### src/rtl/icache_port_arbiter_if.sv
// Handshake bundle between the fetch/prefetch requesters, the i-cache port and the arbiter.
// The slave modport is the arbiter's view; master is the surrounding environment.
interface icache_port_arbiter_if #(
  parameter int ADDR_W = 32,
  parameter int LINE_W = 128
);
  logic [ADDR_W-1:0] f_addr_i;
  logic              f_valid_i;
  logic              f_ready_o;
  logic [ADDR_W-1:0] p_addr_i;
  logic              p_valid_i;
  logic              p_ready_o;
  logic [ADDR_W-1:0] addr_o;
  logic              addr_valid_o;
  logic              addr_ready_i;
  logic [LINE_W-1:0] data_i;
  logic              data_valid_i;
  logic              data_ready_o;
  logic [LINE_W-1:0] data_o;
  logic              f_data_valid_o;
  logic              f_data_ready_i;
  logic              p_data_valid_o;
  logic              p_data_ready_i;

  modport slave (
    input  f_addr_i, f_valid_i, p_addr_i, p_valid_i, addr_ready_i,
           data_i, data_valid_i, f_data_ready_i, p_data_ready_i,
    output f_ready_o, p_ready_o, addr_o, addr_valid_o, data_ready_o,
           data_o, f_data_valid_o, p_data_valid_o
  );

  modport master (
    output f_addr_i, f_valid_i, p_addr_i, p_valid_i, addr_ready_i,
           data_i, data_valid_i, f_data_ready_i, p_data_ready_i,
    input  f_ready_o, p_ready_o, addr_o, addr_valid_o, data_ready_o,
           data_o, f_data_valid_o, p_data_valid_o
  );
endinterface

### src/rtl/icache_port_arbiter.sv
// Fetch/prefetch arbiter for the shared i-cache port: one-entry request slot,
// in-order tag FIFO for response routing, flush-driven discard of in-flight lines.
//
//   state   | meaning
//   S_EMPTY | no request held for the i-cache
//   S_PEND  | slot holds {addr, id, discard}; addr_valid_o asserted
module icache_port_arbiter #(
  parameter int ADDR_W     = 32,
  parameter int LINE_W     = 128,
  parameter int MAX_OUT    = 4,
  parameter int STARVE_LIM = 8
) (
  input  logic clk_i,
  input  logic rst_i,
  input  logic flush_i,
  output logic err_o,
  icache_port_arbiter_if.slave bus
);
  localparam int PW = $clog2(MAX_OUT) + 1;
  localparam int IW = PW - 1;
  localparam int SW = $clog2(STARVE_LIM + 1);

  typedef enum logic {S_EMPTY, S_PEND} slot_state_t;

  slot_state_t       state_q;
  logic [ADDR_W-1:0] addr_q;
  logic              id_q;       // 1 = prefetcher
  logic              disc_q;
  logic [MAX_OUT-1:0] fifo_id;
  logic [MAX_OUT-1:0] fifo_disc;
  logic [PW-1:0]     wr_ptr;
  logic [PW-1:0]     rd_ptr;
  logic [SW-1:0]     starve_q;
  logic              err_q;

  logic [IW-1:0] wr_idx, rd_idx;
  logic [PW-1:0] fifo_cnt;
  logic [PW:0]   cnt_next;
  logic          fifo_empty, fifo_full;
  logic          head_id, head_disc;
  logic          push, pop, accept, f_gnt, p_gnt, p_wins;
  logic          data_ready, f_dv, p_dv;

  assign wr_idx     = wr_ptr[IW-1:0];
  assign rd_idx     = rd_ptr[IW-1:0];
  assign fifo_cnt   = wr_ptr - rd_ptr;
  assign fifo_empty = (wr_ptr == rd_ptr);
  assign fifo_full  = (wr_idx == rd_idx) && (wr_ptr[PW-1] != rd_ptr[PW-1]);
  assign head_id    = fifo_id[rd_idx];
  assign head_disc  = fifo_disc[rd_idx];

  always_comb begin
    data_ready = 1'b0;
    f_dv       = 1'b0;
    p_dv       = 1'b0;
    if (!rst_i) begin
      // Empty FIFO, discarded head, or a flush in progress: swallow the line.
      if (fifo_empty || head_disc || flush_i) begin
        data_ready = 1'b1;
      end else if (!head_id) begin
        f_dv       = bus.data_valid_i;
        data_ready = bus.f_data_ready_i;
      end else begin
        p_dv       = bus.data_valid_i;
        data_ready = bus.p_data_ready_i;
      end
    end
    push     = (state_q == S_PEND) && bus.addr_ready_i && !rst_i;
    pop      = bus.data_valid_i && data_ready && !fifo_empty && !rst_i;
    cnt_next = {1'b0, fifo_cnt} + (PW+1)'(push) - (PW+1)'(pop);
    accept   = !rst_i && !flush_i && !fifo_full &&
               ((state_q == S_EMPTY) || push) &&
               (cnt_next < (PW+1)'(MAX_OUT));
    p_wins   = bus.p_valid_i && (!bus.f_valid_i || (starve_q >= SW'(STARVE_LIM)));
    p_gnt    = accept && p_wins;
    f_gnt    = accept && bus.f_valid_i && !p_wins;
  end

  always_ff @(posedge clk_i) begin
    if (rst_i) begin
      state_q   <= S_EMPTY;
      addr_q    <= '0;
      id_q      <= 1'b0;
      disc_q    <= 1'b0;
      fifo_id   <= '0;
      fifo_disc <= '0;
      wr_ptr    <= '0;
      rd_ptr    <= '0;
      starve_q  <= '0;
      err_q     <= 1'b0;
    end else begin
      if (flush_i) fifo_disc <= '1;
      // Later write wins for the pushed slot, so its own discard bit is kept.
      if (push) begin
        fifo_id[wr_idx]   <= id_q;
        fifo_disc[wr_idx] <= disc_q | flush_i;
        wr_ptr            <= wr_ptr + PW'(1);
      end
      if (pop) rd_ptr <= rd_ptr + PW'(1);

      case (state_q)
        S_EMPTY: begin
          if (f_gnt || p_gnt) begin
            state_q <= S_PEND;
            addr_q  <= p_gnt ? bus.p_addr_i : bus.f_addr_i;
            id_q    <= p_gnt;
            disc_q  <= 1'b0;
          end
        end
        S_PEND: begin
          if (f_gnt || p_gnt) begin
            addr_q <= p_gnt ? bus.p_addr_i : bus.f_addr_i;
            id_q   <= p_gnt;
            disc_q <= 1'b0;
          end else if (push) begin
            state_q <= S_EMPTY;
          end else if (flush_i) begin
            disc_q <= 1'b1;
          end
        end
        default: state_q <= S_EMPTY;
      endcase

      if (flush_i || !bus.p_valid_i || p_gnt)
        starve_q <= '0;
      else if (f_gnt && (starve_q < SW'(STARVE_LIM)))
        starve_q <= starve_q + SW'(1);

      if (bus.data_valid_i && fifo_empty) err_q <= 1'b1;
    end
  end

  assign bus.f_ready_o      = f_gnt;
  assign bus.p_ready_o      = p_gnt;
  assign bus.addr_o         = addr_q;
  assign bus.addr_valid_o   = (state_q == S_PEND) && !rst_i;
  assign bus.data_ready_o   = data_ready;
  assign bus.data_o         = bus.data_i;
  assign bus.f_data_valid_o = f_dv;
  assign bus.p_data_valid_o = p_dv;
  assign err_o              = err_q;
endmodule

### src/flat_wrapper.sv
// flat-port wrapper written by rule: the top's interface ports become plain ports
module icache_port_arbiter_flat 
#(
  parameter int ADDR_W     = 32,
  parameter int LINE_W     = 128,
  parameter int MAX_OUT    = 4,
  parameter int STARVE_LIM = 8
)
  (clk_i, rst_i, flush_i, err_o, bus_f_addr_i, bus_f_valid_i, bus_p_addr_i, bus_p_valid_i, bus_addr_ready_i, bus_data_i, bus_data_valid_i, bus_f_data_ready_i, bus_p_data_ready_i, bus_f_ready_o, bus_p_ready_o, bus_addr_o, bus_addr_valid_o, bus_data_ready_o, bus_data_o, bus_f_data_valid_o, bus_p_data_valid_o);
  icache_port_arbiter_if #(.ADDR_W(ADDR_W), .LINE_W(LINE_W)) bus_i ();
  input  logic clk_i;
  input  logic rst_i;
  input  logic flush_i;
  output logic err_o;
  input wire logic [$bits(bus_i.f_addr_i)-1:0] bus_f_addr_i;
  input wire logic [$bits(bus_i.f_valid_i)-1:0] bus_f_valid_i;
  input wire logic [$bits(bus_i.p_addr_i)-1:0] bus_p_addr_i;
  input wire logic [$bits(bus_i.p_valid_i)-1:0] bus_p_valid_i;
  input wire logic [$bits(bus_i.addr_ready_i)-1:0] bus_addr_ready_i;
  input wire logic [$bits(bus_i.data_i)-1:0] bus_data_i;
  input wire logic [$bits(bus_i.data_valid_i)-1:0] bus_data_valid_i;
  input wire logic [$bits(bus_i.f_data_ready_i)-1:0] bus_f_data_ready_i;
  input wire logic [$bits(bus_i.p_data_ready_i)-1:0] bus_p_data_ready_i;
  output wire logic [$bits(bus_i.f_ready_o)-1:0] bus_f_ready_o;
  output wire logic [$bits(bus_i.p_ready_o)-1:0] bus_p_ready_o;
  output wire logic [$bits(bus_i.addr_o)-1:0] bus_addr_o;
  output wire logic [$bits(bus_i.addr_valid_o)-1:0] bus_addr_valid_o;
  output wire logic [$bits(bus_i.data_ready_o)-1:0] bus_data_ready_o;
  output wire logic [$bits(bus_i.data_o)-1:0] bus_data_o;
  output wire logic [$bits(bus_i.f_data_valid_o)-1:0] bus_f_data_valid_o;
  output wire logic [$bits(bus_i.p_data_valid_o)-1:0] bus_p_data_valid_o;
  assign bus_i.f_addr_i = bus_f_addr_i;
  assign bus_i.f_valid_i = bus_f_valid_i;
  assign bus_i.p_addr_i = bus_p_addr_i;
  assign bus_i.p_valid_i = bus_p_valid_i;
  assign bus_i.addr_ready_i = bus_addr_ready_i;
  assign bus_i.data_i = bus_data_i;
  assign bus_i.data_valid_i = bus_data_valid_i;
  assign bus_i.f_data_ready_i = bus_f_data_ready_i;
  assign bus_i.p_data_ready_i = bus_p_data_ready_i;
  assign bus_f_ready_o = bus_i.f_ready_o;
  assign bus_p_ready_o = bus_i.p_ready_o;
  assign bus_addr_o = bus_i.addr_o;
  assign bus_addr_valid_o = bus_i.addr_valid_o;
  assign bus_data_ready_o = bus_i.data_ready_o;
  assign bus_data_o = bus_i.data_o;
  assign bus_f_data_valid_o = bus_i.f_data_valid_o;
  assign bus_p_data_valid_o = bus_i.p_data_valid_o;
  icache_port_arbiter #(.ADDR_W(ADDR_W), .LINE_W(LINE_W), .MAX_OUT(MAX_OUT), .STARVE_LIM(STARVE_LIM)) u_core (.clk_i(clk_i), .rst_i(rst_i), .flush_i(flush_i), .err_o(err_o), .bus(bus_i));
endmodule
### config.mk
export PLATFORM = sky130hd
export DESIGN_NAME = icache_port_arbiter_flat
export DESIGN_NICKNAME = d
export VERILOG_FILES = /design/src/rtl/icache_port_arbiter_if.sv /design/src/rtl/icache_port_arbiter.sv /design/src/flat_wrapper.sv
export SDC_FILE = /design/constraint.sdc
export NUM_CORES = 1
export LEC_CHECK = 0
export BUFFER_PORTS_ARGS = -buffer_cell sky130_fd_sc_hd__buf_2
export CAP_MARGIN = 10
export CORE_AREA = 2 2 142 144
export DETAILED_ROUTE_END_ITERATION = 10
export DIE_AREA = 0 0 144 146
export HOLD_SLACK_MARGIN = 0.05
export PLACE_DENSITY = 0.6
export SLEW_MARGIN = 30
export SYNTH_ARGS = -nofsm -noshare
export SYNTH_HDL_FRONTEND = slang
export SYNTH_SLANG_ARGS = --single-unit
### constraint.sdc
create_clock -name clk_i -period 10.5 [get_ports clk_i]
set_clock_uncertainty 0.05 [all_clocks]
set_input_delay 1.05 -clock clk_i [delete_from_list [all_inputs] [get_ports clk_i]]
set_output_delay 1.05 -clock clk_i [all_outputs]
set_load 0.01 [all_outputs]
Yosys cells after proc, flatten, opt, wreduce, memory -nomap -nowiden
Index checks and enable logic that the tools add are counted.
Widths: inputs -> output; s select.
{"block": "totals", "reg_bits": 54, "output_inout_bits": 167, "elab_cells": 96}
{"block": "classes", "addsub": 6, "n_lt_le_gt_ge": 6, "eq_ne": 6, "n_mux": 32, "bitwise_logic": 2, "reduce_logical": 34}
{"op": "$mux 32", "n": 2}
{"op": "$mux 1", "n": 20}
{"op": "$logic_and 1x1->1", "n": 18}
{"op": "$mux 4", "n": 3}
{"op": "$bwmux 4", "n": 2}
{"op": "$logic_not 1->1", "n": 7}
{"op": "$logic_or 1x1->1", "n": 7}
{"op": "$add 3x1->3 const B", "n": 2}
{"op": "$lt 2x3->1 const B", "n": 2}
{"op": "$ne 3x3->1 const B", "n": 2}
{"op": "$add 3x1->4", "n": 1}
{"op": "$add 4x1->4 const B", "n": 1}
{"op": "$bmux 1 s2", "n": 2}
{"op": "$ge 4x4->1 const B", "n": 1}
{"op": "$lt 4x3->1 const B", "n": 1}
{"op": "$lt 4x4->1 const B", "n": 1}
{"op": "$pmux 1 s2", "n": 2}
{"op": "$sub 4x1->4", "n": 1}
{"op": "$eq 3x3->1", "n": 1}
{"op": "$reduce_and 3->1", "n": 1}
{"op": "$sub 3x3->3", "n": 1}
{"op": "$demux 1 s2", "n": 1}
{"op": "$eq 2x2->1", "n": 1}
{"op": "$ge 2x1->1 const B", "n": 1}
{"op": "other kinds (5)", "n": 5}

Longest topological paths before layout
Gate-level depths: netlist of run 1.
{"block": "depth", "word_depth": 17, "depth_mapped": 13, "mapped_depth_nobuf": 12}

Worst setup path after synthesis of run 1
Ideal clock, no wire load.
{"block": "synth_timing", "path_kind": "input to output", "from": "input port rst_i", "to": "output port bus_p_ready_o", "arrival_ns": 3.177, "path_slack_ns": 6.223, "path_stages": 10, "path_buffers": 1, "cell_sequence": "clkbuf_1 -> a311oi_1 -> o21ai_0 -> inv_1 -> ha_1 -> inv_1 -> ha_1 -> a31o_2 -> or4_4 -> a21oi_1"}
{"block": "synth_between", "elab_chain_cells": 8}
{"item": "start: declaration", "line_no": "flat_wrapper.sv:12", "text": "input logic rst_i;"}
{"item": "$mux 1", "line_no": "icache_port_arbiter.sv:56", "text": "if (!rst_i) begin"}
{"item": "$logic_and 1x1->1 (2 in a row)", "line_no": "icache_port_arbiter.sv:69", "text": "pop = bus.data_valid_i && data_ready && !fifo_empty && !rst_i;"}
{"item": "$logic_and 1x1->1 (*)", "line_no": "icache_port_arbiter.sv:69"}
{"item": "net u_core.pop", "line_no": "icache_port_arbiter.sv:41", "text": "logic push, pop, accept, f_gnt, p_gnt, p_wins;"}
{"item": "$sub 4x1->4 (*)", "line_no": "icache_port_arbiter.sv:70", "text": "cnt_next = {1'b0, fifo_cnt} + (PW+1)'(push) - (PW+1)'(pop);"}
{"item": "$lt 4x3->1 (*)", "line_no": "icache_port_arbiter.sv:73", "text": "(cnt_next < (PW+1)'(MAX_OUT));"}
{"item": "$logic_and 1x1->1 (*)", "line_no": "icache_port_arbiter.sv:72", "text": "((state_q == S_EMPTY) || push) &&"}
{"item": "$logic_and 1x1->1 (*)", "line_no": "icache_port_arbiter.sv:75", "text": "p_gnt = accept && p_wins;"}
{"item": "end: declaration", "line_no": "flat_wrapper.sv:25", "text": "output wire logic [$bits(bus_i.p_ready_o)-1:0] bus_p_ready_o;"}
Mark *: on every way through the listed nets, which the timed path passes. The rest lies on a longest branch.

Final worst setup path of run 1
Same ends and word-level chain as after synthesis.

==> reports/results.ini, run 1 <==
[critical_path]
cp.arrival_ps = 3720
cp-end-kind = output port
required_ps = 9400
path_max_fanout = 39
critPathLaunchType = input pin
cp-startpoint = rst_i
critPathKind = input pin to output port
r2r_start = u_core.rd_ptr[0]

[job]
maxCapViolations = 0

[timing]
hold_viol = 0
post-route-period-util_pct = 45.90
rsz0062_at_grt = no
slew_violations = 0
relSlewSlack_pct = 55.00
holdWs_ps = 408.6
worst_pin_slew_ps = 674.9
finalSetupViolCount = 0
min_period_ps = 4820
setup_tns_ps = 0
timing.fmax_mhz = 207.5

[synth]
syn_area_sq_mm = 0.003786
ys_top_cells_by_area = dfxtp_1, buf_4, mux2i_1
netlist_instances = 413
ys_warn_count = 0
synth_top_area_share_pct = 28.55
synthDistinctLibCells = 39
avgSynthCellArea_sq_um = 9.167
yosys.area.top_type = dfxtp_1
syn-num-nets = 627
synthFlopType = dfxtp_1
synth_edf_count = 0
yosysSeqAreaShare_pct = 28.55
synthArstFlopShare_pct = 0
ys_ff_latch = 54

[power_and_ir_drop]
seqPwrFrac_pct = 45.4
p_sw_share_pct = 25.57
clkPwrFrac_pct = 38.9
p_int_uw = 370.9
ir_drop_v = 0.00007670
finalPower_uw = 498.4
p_sw_uw = 127.5
p_per_area_mw_per_mm2 = 129.7
p_leak_nw = 1.991
pwr-share-comb_pct = 15.7

[placement]
port_buffers = 111
gp_congestion = 0.6720
dp_hpwl_um = 7366

[floorplanning]
rows = 51
die_h_um = 146
io_pins = 368
start_util_pct = 19.58
dieArea_sq_mm = 0.02102
core_sq_mm = 0.01933
die_width_um = 144

[drt]
antenna_left = 0
routed_via_density = 3.717
drt_iter0_drc = 56
wirelength_um = 9235
vias = 2446
drc = 0
wl_per_cell_um = 14.03
dr.pass1.iters = 4

[hold_path]
hold_class = register to register
min_from = u_core.fifo_id[1]

[cts]
cts_made_buffers = 5
cts_max_level = 2
cts_sinks = 54
cts-root-buf = clkbuf_16
cts_tree = done
cts_setup_buffers = 0
cts_resized = 0
clk_pin_slew_ps = 80
clockBufferDepth = 2
clk_latency_ps = 290
cts_hold_buf = 0

[layout]
drive_gt1_share_pct = 33.08
antenna_cells = 0
fin_nets = 606
final_cell_mix = buf_2, mux2i_1, dfxtp_1
layout_commonest_cell = buf_2
area_growth_pct = 1.520

[global_route]
grt_pass1_vias = 2438
grt_pass1_wl_um = 13680
grt_max_degree = 40
grt_overflow_total = 0
grt_usage_pct = 8.488
antenna_found_initial = 0

[outcome]
status = completed

[layer usage]
metal	share of wire, %	up-vias	GRT usage, %	wire [um]
li1	-	1197	-	-
met1	34	1047	8.007	3168
met2	48	143	14.81	4478
met3	11	59	3.554	1032
met4	6.0	0	5.735	557
met5	0	-	0	0
[synthesized netlist by cell type, types with 2 or more instances]
master / number
xnor2_1: 2
xor2_1: 4
nand2b_1: 18
and3_1: 2
o211ai_1: 3
nand2_1: 30
or3_1: 2
nor2_1: 13
buf_1: 2
a31o_2: 2
a21oi_1: 13
dfxtp_1: 54
ha_1: 12
inv_1: 16
mux4_2: 2
clkbuf_1: 7
o31ai_1: 3
nand3_1: 6
buf_4: 131
a2111o_1: 2
mux2i_1: 71
[power by group through the flow]
stage          Sequential (mW)  Combinational (mW)  Clock [mW]
2_1_floorplan            0.236              0.0890           0
3_3_place_gp             0.231              0.0796           0
3_5_place_dp             0.231              0.0803           0
4_1_cts                  0.226              0.0804       0.203
5_1_grt                  0.228              0.0870       0.210
6_report                 0.226              0.0784       0.194
[worst max-delay path, cell delays in order]
cell and delay (ps):
buf_2 310, a311oi_1 350, o21ai_0 260, inv_1 110, ha_1 150, inv_1 40
ha_1 280, a31o_2 230, or4_4 520, a21oi_1 210, buf_2 200
[registers in the layout (all words and copies together), names as in the netlist]
signal	count
u_core.fifo_disc	4
u_core.disc_q	1
u_core.wr_ptr	3
u_core.id_q	1
u_core.fifo_id	4
u_core.err_o	1
u_core.rd_ptr	3
u_core.starve_q	4
u_core.bus.addr_o	32
u_core.state_q	1
[final timing paths]
kind	endpoint	slack, ps	depth (start not counted)
hold / removal	u_core.fifo_id[1]	410	2
hold reg to reg	u_core.fifo_id[1]	410	2
setup / recovery	bus_p_ready_o	5680	11
setup reg to reg	u_core.bus.addr_o[9]	6550	12
[cells by family after synthesis]
| group | share of synthesized area (%) |
|---|---|
| buffers and inverters | 28.55 |
| and+or+nand+nor | 10.25 |
| muxes | 19.96 |
| DFF | 28.55 |
| AOI/OAI and AO/OA | 6.147 |
| adders and majority gates | 4.494 |
| xor gates and xnor gates | 2.049 |
[stage by stage]
step | std cells | util, % | worst slack, ps | cell area [sq um]
floorplan | 413 | - | 6223 | 3786
global placement | 650 | 18.96 | 5703 | 3666
detailed placement | 650 | 18.99 | 5663 | 3671
CTS | 658 | 19.88 | 5658 | 3844
global route | 658 | 19.88 | 5466 | 3844
finish | 658 | 19.88 | 5680 | 3844
[area by class of cell]
| cell class | count | area (sq um) |
|---|---|---|
| well taps | 265 | 331.6 |
| clock buffers | 5 | 125.1 |
| fillers | 2149 | 15490 |
| flip-flops and latches | 54 | 1081 |
| multi-input cells | 202 | 1632 |
| clock inverters | 3 | 47.55 |
| inverters | 17 | 63.81 |
| repair buffers | 112 | 563.0 |
No activity file was read; power rests on OpenSTA's default activity.
==> inputs of run 2 (changes only) <==
- CORE_AREA: 2 2 142 144 -> 2 2 144 146
- DIE_AREA: 0 0 144 146 -> 0 0 146 148
- PLACE_DENSITY: 0.6 -> 0.58
- clock period: 10.5 -> 4.9 ns (I/O delays scaled with it)
==> reports/results.ini, run 2 (synthesis results as in run 1) <==
[global_route]
grt_max_degree = 39  ; -2.5%
grt_overflow_total = 0  ; unchanged
grt_pass1_vias = 2560  ; +5.0%
grt_usage_pct = 9.031  ; +0.54 points
antenna_found_initial = 0  ; unchanged
grt_pass1_wl_um = 14860  ; +8.7%

[cts]
cts_sinks = 54  ; unchanged
clk_pin_slew_ps = 70  ; about the same
cts_max_level = 2  ; unchanged
cts_hold_buf = 0  ; unchanged
cts_resized = 0  ; unchanged
cts-root-buf = clkbuf_16
clk_latency_ps = 290  ; about the same
cts_tree = done
clockBufferDepth = 2  ; unchanged
cts_made_buffers = 5  ; unchanged
cts_setup_buffers = 0  ; unchanged

[drt]
vias = 2491  ; +1.8%
antenna_left = 0  ; unchanged
dr.pass1.iters = 4  ; unchanged
drc = 0  ; unchanged
wl_per_cell_um = 15.15  ; +8.0%
drt_iter0_drc = 61  ; +8.9%
wirelength_um = 10060  ; +8.9%
routed_via_density = 3.752  ; +0.92%

[layout]
final_cell_mix = buf_2, mux2i_1, dfxtp_1
multi_input_area_sq_mm = 0.001632  ; unchanged
drive_gt1_share_pct = 32.99  ; -0.084 points
seq_area_sq_mm = 0.001081  ; unchanged
largest_reg_flops = 32  ; unchanged
layout_commonest_cell = buf_2
antenna_cells = 0  ; unchanged
final_util_pct = 19.16  ; -0.72 points
nFillCells = 2273  ; +5.8%
fin_area_sq_mm = 0.003840  ; about the same
fin_nets = 607  ; +0.17%
area_growth_pct = 1.421  ; about the same

[timing]
setup_tns_ps = 0  ; unchanged
worst_pin_slew_ps = 678.9  ; +3.933 ps
min_period_ps = 4215
holdWs_ps = 402.3  ; -6.243 ps
rsz0062_at_grt = no
timing.fmax_mhz = 237.2
post-route-period-util_pct = 86.03
slew_violations = 0  ; unchanged
hold_viol = 0  ; unchanged
relSlewSlack_pct = 54.74  ; -0.26 points
finalSetupViolCount = 0  ; unchanged

[critical_path]
cp_slowest_cell = mux4_2
cp.arrival_ps = 3680  ; -40 ps
r2r_end = u_core.bus.addr_o[1]
path_max_fanout = 5  ; -87%
r2r_start = u_core.rd_ptr[0]
path_cells = mux4_2 > mux2i_1 > o21ai_0 > inv_1 > ha_1 > inv_1 > ha_1 > a31o_2 > or4_4 > a21oi_1 > buf_2
cp-end-kind = output port
r2r_cells = 12  ; unchanged
slowest_delay_ps = 580  ; +60 ps
critPathLaunchType = register
critPathKind = register to output port
required_ps = 4360  ; -5040 ps
reg2reg_setup_slack_ps = 1200  ; -5350 ps

[floorplanning]
die_h_um = 148  ; +1.4%
io_pins = 368  ; unchanged
dieArea_sq_mm = 0.02161  ; +2.8%
rows = 52  ; +2.0%
die_width_um = 146  ; +1.4%
core_sq_mm = 0.02004  ; +3.6%
start_util_pct = 18.89  ; -0.69 points

[placement]
dp_hpwl_um = 8156  ; +11%
port_buffers = 111  ; unchanged
place_area_sq_mm = 0.003697  ; +0.72%
gp_congestion = 0.8149  ; +21%

[power_and_ir_drop]
ir_drop_v = 0.0001381  ; +80%
p_leak_nw = 1.988  ; -0.15%
finalPower_mw = 1.011  ; +100%
p_per_area_mw_per_mm2 = 263.3  ; +100%

[outcome]
status = completed

[hold_path]
hold_class = register to register
whs_endpoint = u_core.fifo_id[3]
whs_path_depth = 2  ; unchanged
min_from = u_core.fifo_id[3]

[job]
maxCapViolations = 0  ; unchanged

## run 2: final cells by class
| cell class | instances | area share, % |
|---|---|---|
| Multi-Input combinational cell | 202 | 42.49 |
| Sequential cell | 54 | 28.15 |
| Timing Repair Buffer | 113 | 15.18 |
| Tap cell | 270 | 8.798 |
| Clock buffer | 6 | 3.356 |
| Inverter | 17 | 1.662 |
| Clock inverter | 2 | 0.3584 |
## run 2: how the worst max path moves through the flow
stage                startpoint            end  cells past startpoint
3_5_place_dp   u_core.rd_ptr[0]  bus_p_ready_o                     11
2_1_floorplan  u_core.rd_ptr[0]  bus_p_ready_o                     10
4_1_cts        u_core.rd_ptr[0]  bus_p_ready_o                     11
3_3_place_gp   u_core.rd_ptr[0]  bus_p_ready_o                     11
6_report       u_core.rd_ptr[0]  bus_p_ready_o                     11
5_1_grt        u_core.rd_ptr[0]  bus_p_ready_o                     11
## run 2: per-layer routing
metal  up-vias  part of all wire, %  GRT usage, %
met3        53                   12         4.660
li1       1211                    -             -
met5         -                    0             0
met2       154                   49         16.08
met4         0                  6.1         6.165
met1      1073                   32         7.929
## run 2: worst max-delay path, delay by kind of cell, from the launching register on
family | cells | cell delay [ps]
AO/OA/AOI/OAI | 3 | 880
multiplexers | 2 | 760
AND/OR/NAND/NOR | 1 | 510
flip-flops | 1 | 460
adder cells (fa/ha/maj) | 2 | 410
buffers and inverters | 3 | 350
## run 2: metrics by stage
stage,std cells,setup WS [ps]
finish,664,684.8
global route,664,510.2
CTS,664,680.0
detailed placement,656,1006
global placement,656,1066
floorplan,413,1376
## run 2: power by group
part | internal (mW) | switching (mW)
clock | 0.190 | 0.164
sequential | 0.469 | 0.0158
combinational | 0.0835 | 0.0888
